--- config.mk ---
export PLATFORM = sky130hd
export DESIGN_NAME = mmu_arbiter_flat
export DESIGN_NICKNAME = d
export VERILOG_FILES = /design/src/rtl/mmu_arbiter_if.sv /design/src/rtl/mmu_arbiter.sv /design/src/flat_wrapper.sv
export SDC_FILE = /design/constraint.sdc
export NUM_CORES = 2
export LEC_CHECK = 0
export BUFFER_PORTS_ARGS = -buffer_cell sky130_fd_sc_hd__buf_4
export CORE_AREA = 2 2 536 538
export DETAILED_ROUTE_END_ITERATION = 6
export DIE_AREA = 0 0 538 540
export PLACE_DENSITY = 0.34
export SLEW_MARGIN = 20
export SYNTH_ARGS = -nofsm -noshare
export SYNTH_HDL_FRONTEND = slang
export SYNTH_SLANG_ARGS = --single-unit
--- constraint.sdc ---
create_clock -name sys_clk -period 3.7 [get_ports sys_clk]
set_clock_uncertainty 0.05 [all_clocks]
set_input_delay 0.74 -clock sys_clk [delete_from_list [all_inputs] [get_ports sys_clk]]
set_output_delay 0.74 -clock sys_clk [all_outputs]
set_load 0.02 [all_outputs]
--- src/rtl/mmu_arbiter_if.sv ---
// Cache-side and MMU-side line-port signals shared by the arbiter and its neighbours.
interface mmu_arbiter_if #(
  parameter int unsigned ADDR_W = 32,
  parameter int unsigned LINE_W = 256
);
  logic              i_read;
  logic [ADDR_W-1:0] i_addr;
  logic              i_done;
  logic [LINE_W-1:0] i_rdata;

  logic              d_read;
  logic              d_write;
  logic [ADDR_W-1:0] d_addr;
  logic [LINE_W-1:0] d_wdata;
  logic              d_done;
  logic [LINE_W-1:0] d_rdata;

  logic              mem_req;
  logic              mem_we;
  logic [ADDR_W-1:0] mem_addr;
  logic [LINE_W-1:0] mem_wdata;
  logic              mem_done;
  logic [LINE_W-1:0] mem_rdata;

  // Arbiter view
  modport slave (
    input  i_read, i_addr, d_read, d_write, d_addr, d_wdata, mem_done, mem_rdata,
    output i_done, i_rdata, d_done, d_rdata, mem_req, mem_we, mem_addr, mem_wdata
  );

  // Requester / MMU view
  modport master (
    output i_read, i_addr, d_read, d_write, d_addr, d_wdata, mem_done, mem_rdata,
    input  i_done, i_rdata, d_done, d_rdata, mem_req, mem_we, mem_addr, mem_wdata
  );
endinterface

--- src/rtl/mmu_arbiter.sv ---
// Round-robin arbiter sharing the MMU line port between the L1 I-cache and L1 D-cache.
module mmu_arbiter #(
  parameter int unsigned ADDR_W = 32,
  parameter int unsigned LINE_W = 256
) (
  input  logic            sys_clk,
  input  logic            rst,
  mmu_arbiter_if.slave    bus,
  output logic            arb_busy,
  output logic            arb_owner
);

  localparam int unsigned OFF_W = $clog2(LINE_W / 8);
  localparam logic [ADDR_W-1:0] OFF_MASK = ADDR_W'((64'd1 << OFF_W) - 64'd1);

  typedef enum logic [1:0] {
    IDLE  = 2'd0,
    ISSUE = 2'd1,
    RESP  = 2'd2
  } state_t;

  state_t            state;
  logic              last_owner;
  logic              owner_q;
  logic              we_q;
  logic              mem_req_q;
  logic              i_done_q;
  logic              d_done_q;
  logic              busy_q;
  logic [ADDR_W-1:0] addr_q;
  logic [LINE_W-1:0] wdata_q;
  logic [LINE_W-1:0] i_rdata_q;
  logic [LINE_W-1:0] d_rdata_q;

  logic              d_req_c;
  logic              grant_c;
  logic              grant_d_c;
  logic [ADDR_W-1:0] req_addr_c;

  // Grant decision: a lone requester wins; on a tie the one that did not go last wins.
  always_comb begin
    d_req_c    = bus.d_read | bus.d_write;
    grant_c    = bus.i_read | d_req_c;
    grant_d_c  = d_req_c & (~bus.i_read | ~last_owner);
    req_addr_c = grant_d_c ? bus.d_addr : bus.i_addr;
  end

  // Arbitration FSM with registered grant, MMU request and completion pulses.
  always_ff @(posedge sys_clk) begin
    if (rst) begin
      state      <= IDLE;
      last_owner <= 1'b0;
      owner_q    <= 1'b0;
      we_q       <= 1'b0;
      mem_req_q  <= 1'b0;
      i_done_q   <= 1'b0;
      d_done_q   <= 1'b0;
      busy_q     <= 1'b0;
      addr_q     <= '0;
      wdata_q    <= '0;
      i_rdata_q  <= '0;
      d_rdata_q  <= '0;
    end else begin
      i_done_q <= 1'b0;
      d_done_q <= 1'b0;
      case (state)
        IDLE: begin
          if (grant_c) begin
            owner_q    <= grant_d_c;
            last_owner <= grant_d_c;
            addr_q     <= req_addr_c & ~OFF_MASK;
            we_q       <= grant_d_c & bus.d_write;
            if (grant_d_c && bus.d_write) begin
              wdata_q <= bus.d_wdata;
            end
            mem_req_q  <= 1'b1;
            busy_q     <= 1'b1;
            state      <= ISSUE;
          end
        end
        ISSUE: begin
          if (bus.mem_done) begin
            if (!we_q) begin
              if (owner_q) begin
                d_rdata_q <= bus.mem_rdata;
              end else begin
                i_rdata_q <= bus.mem_rdata;
              end
            end
            if (owner_q) begin
              d_done_q <= 1'b1;
            end else begin
              i_done_q <= 1'b1;
            end
            mem_req_q <= 1'b0;
            state     <= RESP;
          end
        end
        RESP: begin
          busy_q <= 1'b0;
          state  <= IDLE;
        end
        default: begin
          busy_q    <= 1'b0;
          mem_req_q <= 1'b0;
          state     <= IDLE;
        end
      endcase
    end
  end

  // Drive the bus and status ports straight from the registers.
  assign bus.i_done    = i_done_q;
  assign bus.d_done    = d_done_q;
  assign bus.i_rdata   = i_rdata_q;
  assign bus.d_rdata   = d_rdata_q;
  assign bus.mem_req   = mem_req_q;
  assign bus.mem_we    = we_q;
  assign bus.mem_addr  = addr_q;
  assign bus.mem_wdata = wdata_q;
  assign arb_busy      = busy_q;
  assign arb_owner     = owner_q;

endmodule
--- src/flat_wrapper.sv ---
// flat-port wrapper written by rule: the top's interface ports become plain ports
module mmu_arbiter_flat 
#(
  parameter int unsigned ADDR_W = 32,
  parameter int unsigned LINE_W = 256
)
  (sys_clk, rst, arb_busy, arb_owner, bus_i_read, bus_i_addr, bus_d_read, bus_d_write, bus_d_addr, bus_d_wdata, bus_mem_done, bus_mem_rdata, bus_i_done, bus_i_rdata, bus_d_done, bus_d_rdata, bus_mem_req, bus_mem_we, bus_mem_addr, bus_mem_wdata);
  mmu_arbiter_if #(.ADDR_W(ADDR_W), .LINE_W(LINE_W)) bus_i ();
  input  logic sys_clk;
  input  logic rst;
  output logic arb_busy;
  output logic arb_owner;
  input wire logic [$bits(bus_i.i_read)-1:0] bus_i_read;
  input wire logic [$bits(bus_i.i_addr)-1:0] bus_i_addr;
  input wire logic [$bits(bus_i.d_read)-1:0] bus_d_read;
  input wire logic [$bits(bus_i.d_write)-1:0] bus_d_write;
  input wire logic [$bits(bus_i.d_addr)-1:0] bus_d_addr;
  input wire logic [$bits(bus_i.d_wdata)-1:0] bus_d_wdata;
  input wire logic [$bits(bus_i.mem_done)-1:0] bus_mem_done;
  input wire logic [$bits(bus_i.mem_rdata)-1:0] bus_mem_rdata;
  output wire logic [$bits(bus_i.i_done)-1:0] bus_i_done;
  output wire logic [$bits(bus_i.i_rdata)-1:0] bus_i_rdata;
  output wire logic [$bits(bus_i.d_done)-1:0] bus_d_done;
  output wire logic [$bits(bus_i.d_rdata)-1:0] bus_d_rdata;
  output wire logic [$bits(bus_i.mem_req)-1:0] bus_mem_req;
  output wire logic [$bits(bus_i.mem_we)-1:0] bus_mem_we;
  output wire logic [$bits(bus_i.mem_addr)-1:0] bus_mem_addr;
  output wire logic [$bits(bus_i.mem_wdata)-1:0] bus_mem_wdata;
  assign bus_i.i_read = bus_i_read;
  assign bus_i.i_addr = bus_i_addr;
  assign bus_i.d_read = bus_d_read;
  assign bus_i.d_write = bus_d_write;
  assign bus_i.d_addr = bus_d_addr;
  assign bus_i.d_wdata = bus_d_wdata;
  assign bus_i.mem_done = bus_mem_done;
  assign bus_i.mem_rdata = bus_mem_rdata;
  assign bus_i_done = bus_i.i_done;
  assign bus_i_rdata = bus_i.i_rdata;
  assign bus_d_done = bus_i.d_done;
  assign bus_d_rdata = bus_i.d_rdata;
  assign bus_mem_req = bus_i.mem_req;
  assign bus_mem_we = bus_i.mem_we;
  assign bus_mem_addr = bus_i.mem_addr;
  assign bus_mem_wdata = bus_i.mem_wdata;
  mmu_arbiter #(.ADDR_W(ADDR_W), .LINE_W(LINE_W)) u_core (.sys_clk(sys_clk), .rst(rst), .bus(bus_i), .arb_busy(arb_busy), .arb_owner(arb_owner));
endmodule
## After elaboration in Yosys (flattened, before gate mapping)

Index checks and enable logic that the tools add are counted.

| word-level totals | value |
|---|---|
| bits in registers | 803 |
| output and inout port bits | 806 |
| logic and storage cells | 46 |

| cells by class | value |
|---|---|
| equality and inequality tests | 4 |
| mux-type cells | 10 |
| bitwise gates (word level) | 11 |
| reductions and logical operators | 10 |

Operator list:

| kind | count |
|---|---|
| $mux 32 | 1 |
| $reduce_and 4->1 | 2 |
| $not 1->1 | 6 |
| $reduce_and 2->1 | 3 |
| $reduce_and 3->1 | 2 |
| $mux 1 | 4 |
| $mux 2 | 2 |
| $pmux 2 s2 | 1 |
| $or 1x1->1 | 3 |
| $pmux 1 s3 | 1 |
| $reduce_or 3->1 | 1 |
| $and 1x1->1 | 2 |
| $eq 2x1->1 const B | 1 |
| $eq 2x2->1 const B | 1 |
| $logic_not 2->1 | 1 |
| $ne 2x1->1 const B | 1 |
| $ne 2x2->1 const B | 1 |
| $pmux 1 s2 | 1 |
| $logic_and 1x1->1 | 1 |

## Logic depth before layout (Yosys ltp)

| depth | value |
|---|---|
| depth after elaboration | 5 |
| mapped depth | 6 |
| gate-level depth less buffers | 3 |

## Worst setup path before layout

Ideal clock, no wire load.

| path | value |
|---|---|
| kind | input-to-reg |
| start | input port rst |
| end | register u_core.wdata_q[246], in the netlist u_core.bus.mem_wdata[246] |
| arrival time | 1847 ps |
| data required time | 3518 ps |
| slack | 1671 ps |
| stages | 6 |
| cell sequence | clkbuf_1 buf_2 buf_2 clkbuf_1 clkbuf_1 a21oi_1 |

RTL lines:

| what | RTL line | source |
|---|---|---|
| start, declared | flat_wrapper.sv:10 | `input logic rst;` |
| end signal, assigned | mmu_arbiter.sv:74 | `wdata_q <= bus.d_wdata;` |
| end, declared | mmu_arbiter.sv:31 | `logic [LINE_W-1:0] wdata_q;` |

No word-level cell between the ends.

## Final worst setup path

| path | value |
|---|---|
| start | register u_core.we_q, in the netlist u_core.bus.mem_we |
| end | output port bus_mem_we |

RTL lines:

| what | RTL line | source |
|---|---|---|
| start, declared | mmu_arbiter.sv:25 | `logic we_q;` |
| start signal, assigned | mmu_arbiter.sv:72 | `we_q <= grant_d_c & bus.d_write;` |
| end, declared | flat_wrapper.sv:26 | `output wire logic [$bits(bus_i.mem_we)-1:0] bus_mem_we;` |

No word-level cell between the ends.

==> flow_metrics.tcl <==
set metrics [dict create \
    status "complete, no violations" \
    end_kind "output port" \
    drv_cap 0 \
    required_ns 2.91 \
    period_share 0.731 \
    synthTopCellsByCount "dfxtp_1, nand2b_1, mux2i_1" \
    hold_viol 0 \
    ant_nets 0 \
    crit_family "flip-flops" \
    synth_xor_area_frac 0 \
    synth.distinct_cells 30 \
    dpl_worst_slack_ns 1.01 \
    wire_per_inst_um 24.8 \
    syn2layout_area_growth_pct 55.7 \
    grt_start_max_net_pins 128 \
    grt_pass1_vias 30124 \
    yosys_warnings 0 \
    fill_cells 32045 \
    finish.utilization 0.177 \
    power_leakage_nw 21.2 \
    viasPerCell 3.52 \
    synth_edf_count 0 \
    portBuffers 1372 \
    start_util 0.114 \
    startpoint_type "flop" \
    regArea_sq_um 16100 \
    track_usage 0.137 \
    synth-simple-area-share 0.198 \
    finalWorstSetupSlack_ns 0.994 \
    async_reset_ff_frac 0 \
    drive_gt1_frac 0.351 \
    clkLatencyLatePin_ns 0.85 \
    clockBufferDepth 4 \
    slew_headroom 0.330 \
    ys_seq_elements 803 \
    synthMuxAreaShare 0.159 \
    synthesis.area_sq_um 32300 \
    slowest_delay_ns 0.68 \
    final_area_sq_um 50300 \
    hpwl_um 168000 \
    synth.area.top_cells "dfxtp_1, mux2i_1, nand2b_1" \
    fmax_mhz 370 \
    coreArea_sq_um 284000 \
    synthFlopType "dfxtp_1" \
    antenna_found_initial 81 \
    postCtsSetupRepairBufs 0 \
    std_cell_rows 196 \
    tightest_slew_ns 1.00 \
    cts.sinks 803 \
    yosysTopAreaCell "dfxtp_1" \
    drt_drc_violations_left 0 \
    die_height_um 540 \
    wl_um 209000 \
    multi_input_area_sq_um 14600 \
    cp.arrival_ns 1.92 \
    slew_violations 0 \
    clock-root-buffer "clkbuf_16" \
    setup_tns_ns 0 \
    io_pins 1388 \
    cts.clk_slew.worst_paths_ns 0.07 \
    fin_crit_ns 2.71 \
    postCtsHoldBufs 0 \
    ir_worst_vdd_uv 350 \
    synth-compound-area-share 0.0936 \
    setup_viol 0 \
    postSynthAreaPerCell_sq_um 9.80 \
    synth.most_common_cell "dfxtp_1" \
    critical_path.max_fanout 6 \
    synth_top_cell_area_share 0.497 \
    drtIter0Drc 1349 \
    p_total_w 0.0242 \
    postCtsResizedCells 0 \
    die_area_sq_um 291000 \
    path_cells "buf_4" \
    gr-total-overflow 0 \
    grt_pass1_wl_um 274000 \
    hold_path_class "primary input to flop" \
    synth_top_family_by_area "simple AND/OR/NAND/NOR gates" \
    synthAdderAreaFrac 0 \
    grt_setup_unrepaired "false" \
    cts_tree "yes" \
    h-tree-depth 3 \
    slowest_stage "dfxtp_1" \
    dpl_cell_area_sq_um 46700 \
    fin_nets 5141 \
    synthCells 3299 \
    yosysSeqAreaShare 0.497 \
    crit_buf_inv 1 \
    place.gp.congestion 0.895 \
    path_class "flop to output port" \
    cts_buffers 110 \
    die_w_um 538 \
    drt_first_pass_iters 5 \
    via_count 29617 \
    cellPowerDensity_nw_per_um2 482 \
]
area by class of cell:
class                           count  share of cell area
Clock inverter                     23             0.00728
Clock buffer                      168              0.0648
Tap cell                         3762              0.0935
Inverter                            1            0.000224
Timing Repair Buffer             1451               0.223
Multi-Input combinational cell   2192               0.291
Sequential cell                   803               0.319
Antenna cell                       18            0.000895
routing by layer:
layer  wire, um  global-route usage  vias up
li1           -                   -    13756
met1      75800               0.142    14289
met2     105000               0.247     1248
met3      22400              0.0605      266
met4       5050              0.0350       58
met5        563                   0        -
placed cells by master (no fill, tap or decap), types with 2 or more instances in the layout:
cell type and n:
a21oi_1 288, a311oi_1 27, buf_12 26, buf_4 1423, buf_8 2, bufinv_16 8
clkbuf_1 30, clkbuf_16 111, clkbuf_8 27, clkinv_2 10, conb_1 5, dfxtp_1 803
diode_2 18, inv_16 3, mux2i_1 512, nand2_1 58, nand2b_1 769, nand3_1 256
nor2_2 2, nor3_1 2, o21ai_0 252, o21ai_1 7
state kept, by name, indices dropped and copies added (netlist names), 2 cells and up:
name and cells:
u_core.bus.d_rdata 256, u_core.bus.mem_wdata 256, u_core.bus.i_rdata 256, u_core.state 2, u_core.bus.mem_addr 27
per-stage QoR:
stage          hold WS (ns)  cells
3_3_place_gp          0.408   8209
4_1_cts             0.00547   8400
6_report              0.110   8418
5_1_grt              0.0490   8404
2_1_floorplan         0.483   3303
3_5_place_dp          0.413   8209
cell families after synthesis:
kind of cell	count (synthesis)
other cells	1
flops	803
mux	512
compound gates	578
buf+inv	308
simple gates	1097
power by group:
group / switching (W) / leakage [nW] / internal [W]
logic: 0.00238 / 12.9 / 0.00156
clock network: 0.00440 / 1.78 / 0.00659
registers: 0.000253 / 6.53 / 0.00908
total: 0.00703 / 21.2 / 0.0172
path summary, 6_finish.rpt:
path	from	endpoint	slack, ns	cells after the start
min	bus_d_wdata[186]	u_core.bus.mem_wdata[186]	0.11	3
max	u_core.bus.mem_we	bus_mem_we	0.99	1
min reg2reg	u_core.bus.d_rdata[154]	u_core.bus.d_rdata[154]	0.42	2
max reg2reg	u_core.last_owner	u_core.bus.mem_wdata[245]	1.22	4
Note: power is estimated with default switching activity, not from simulation.
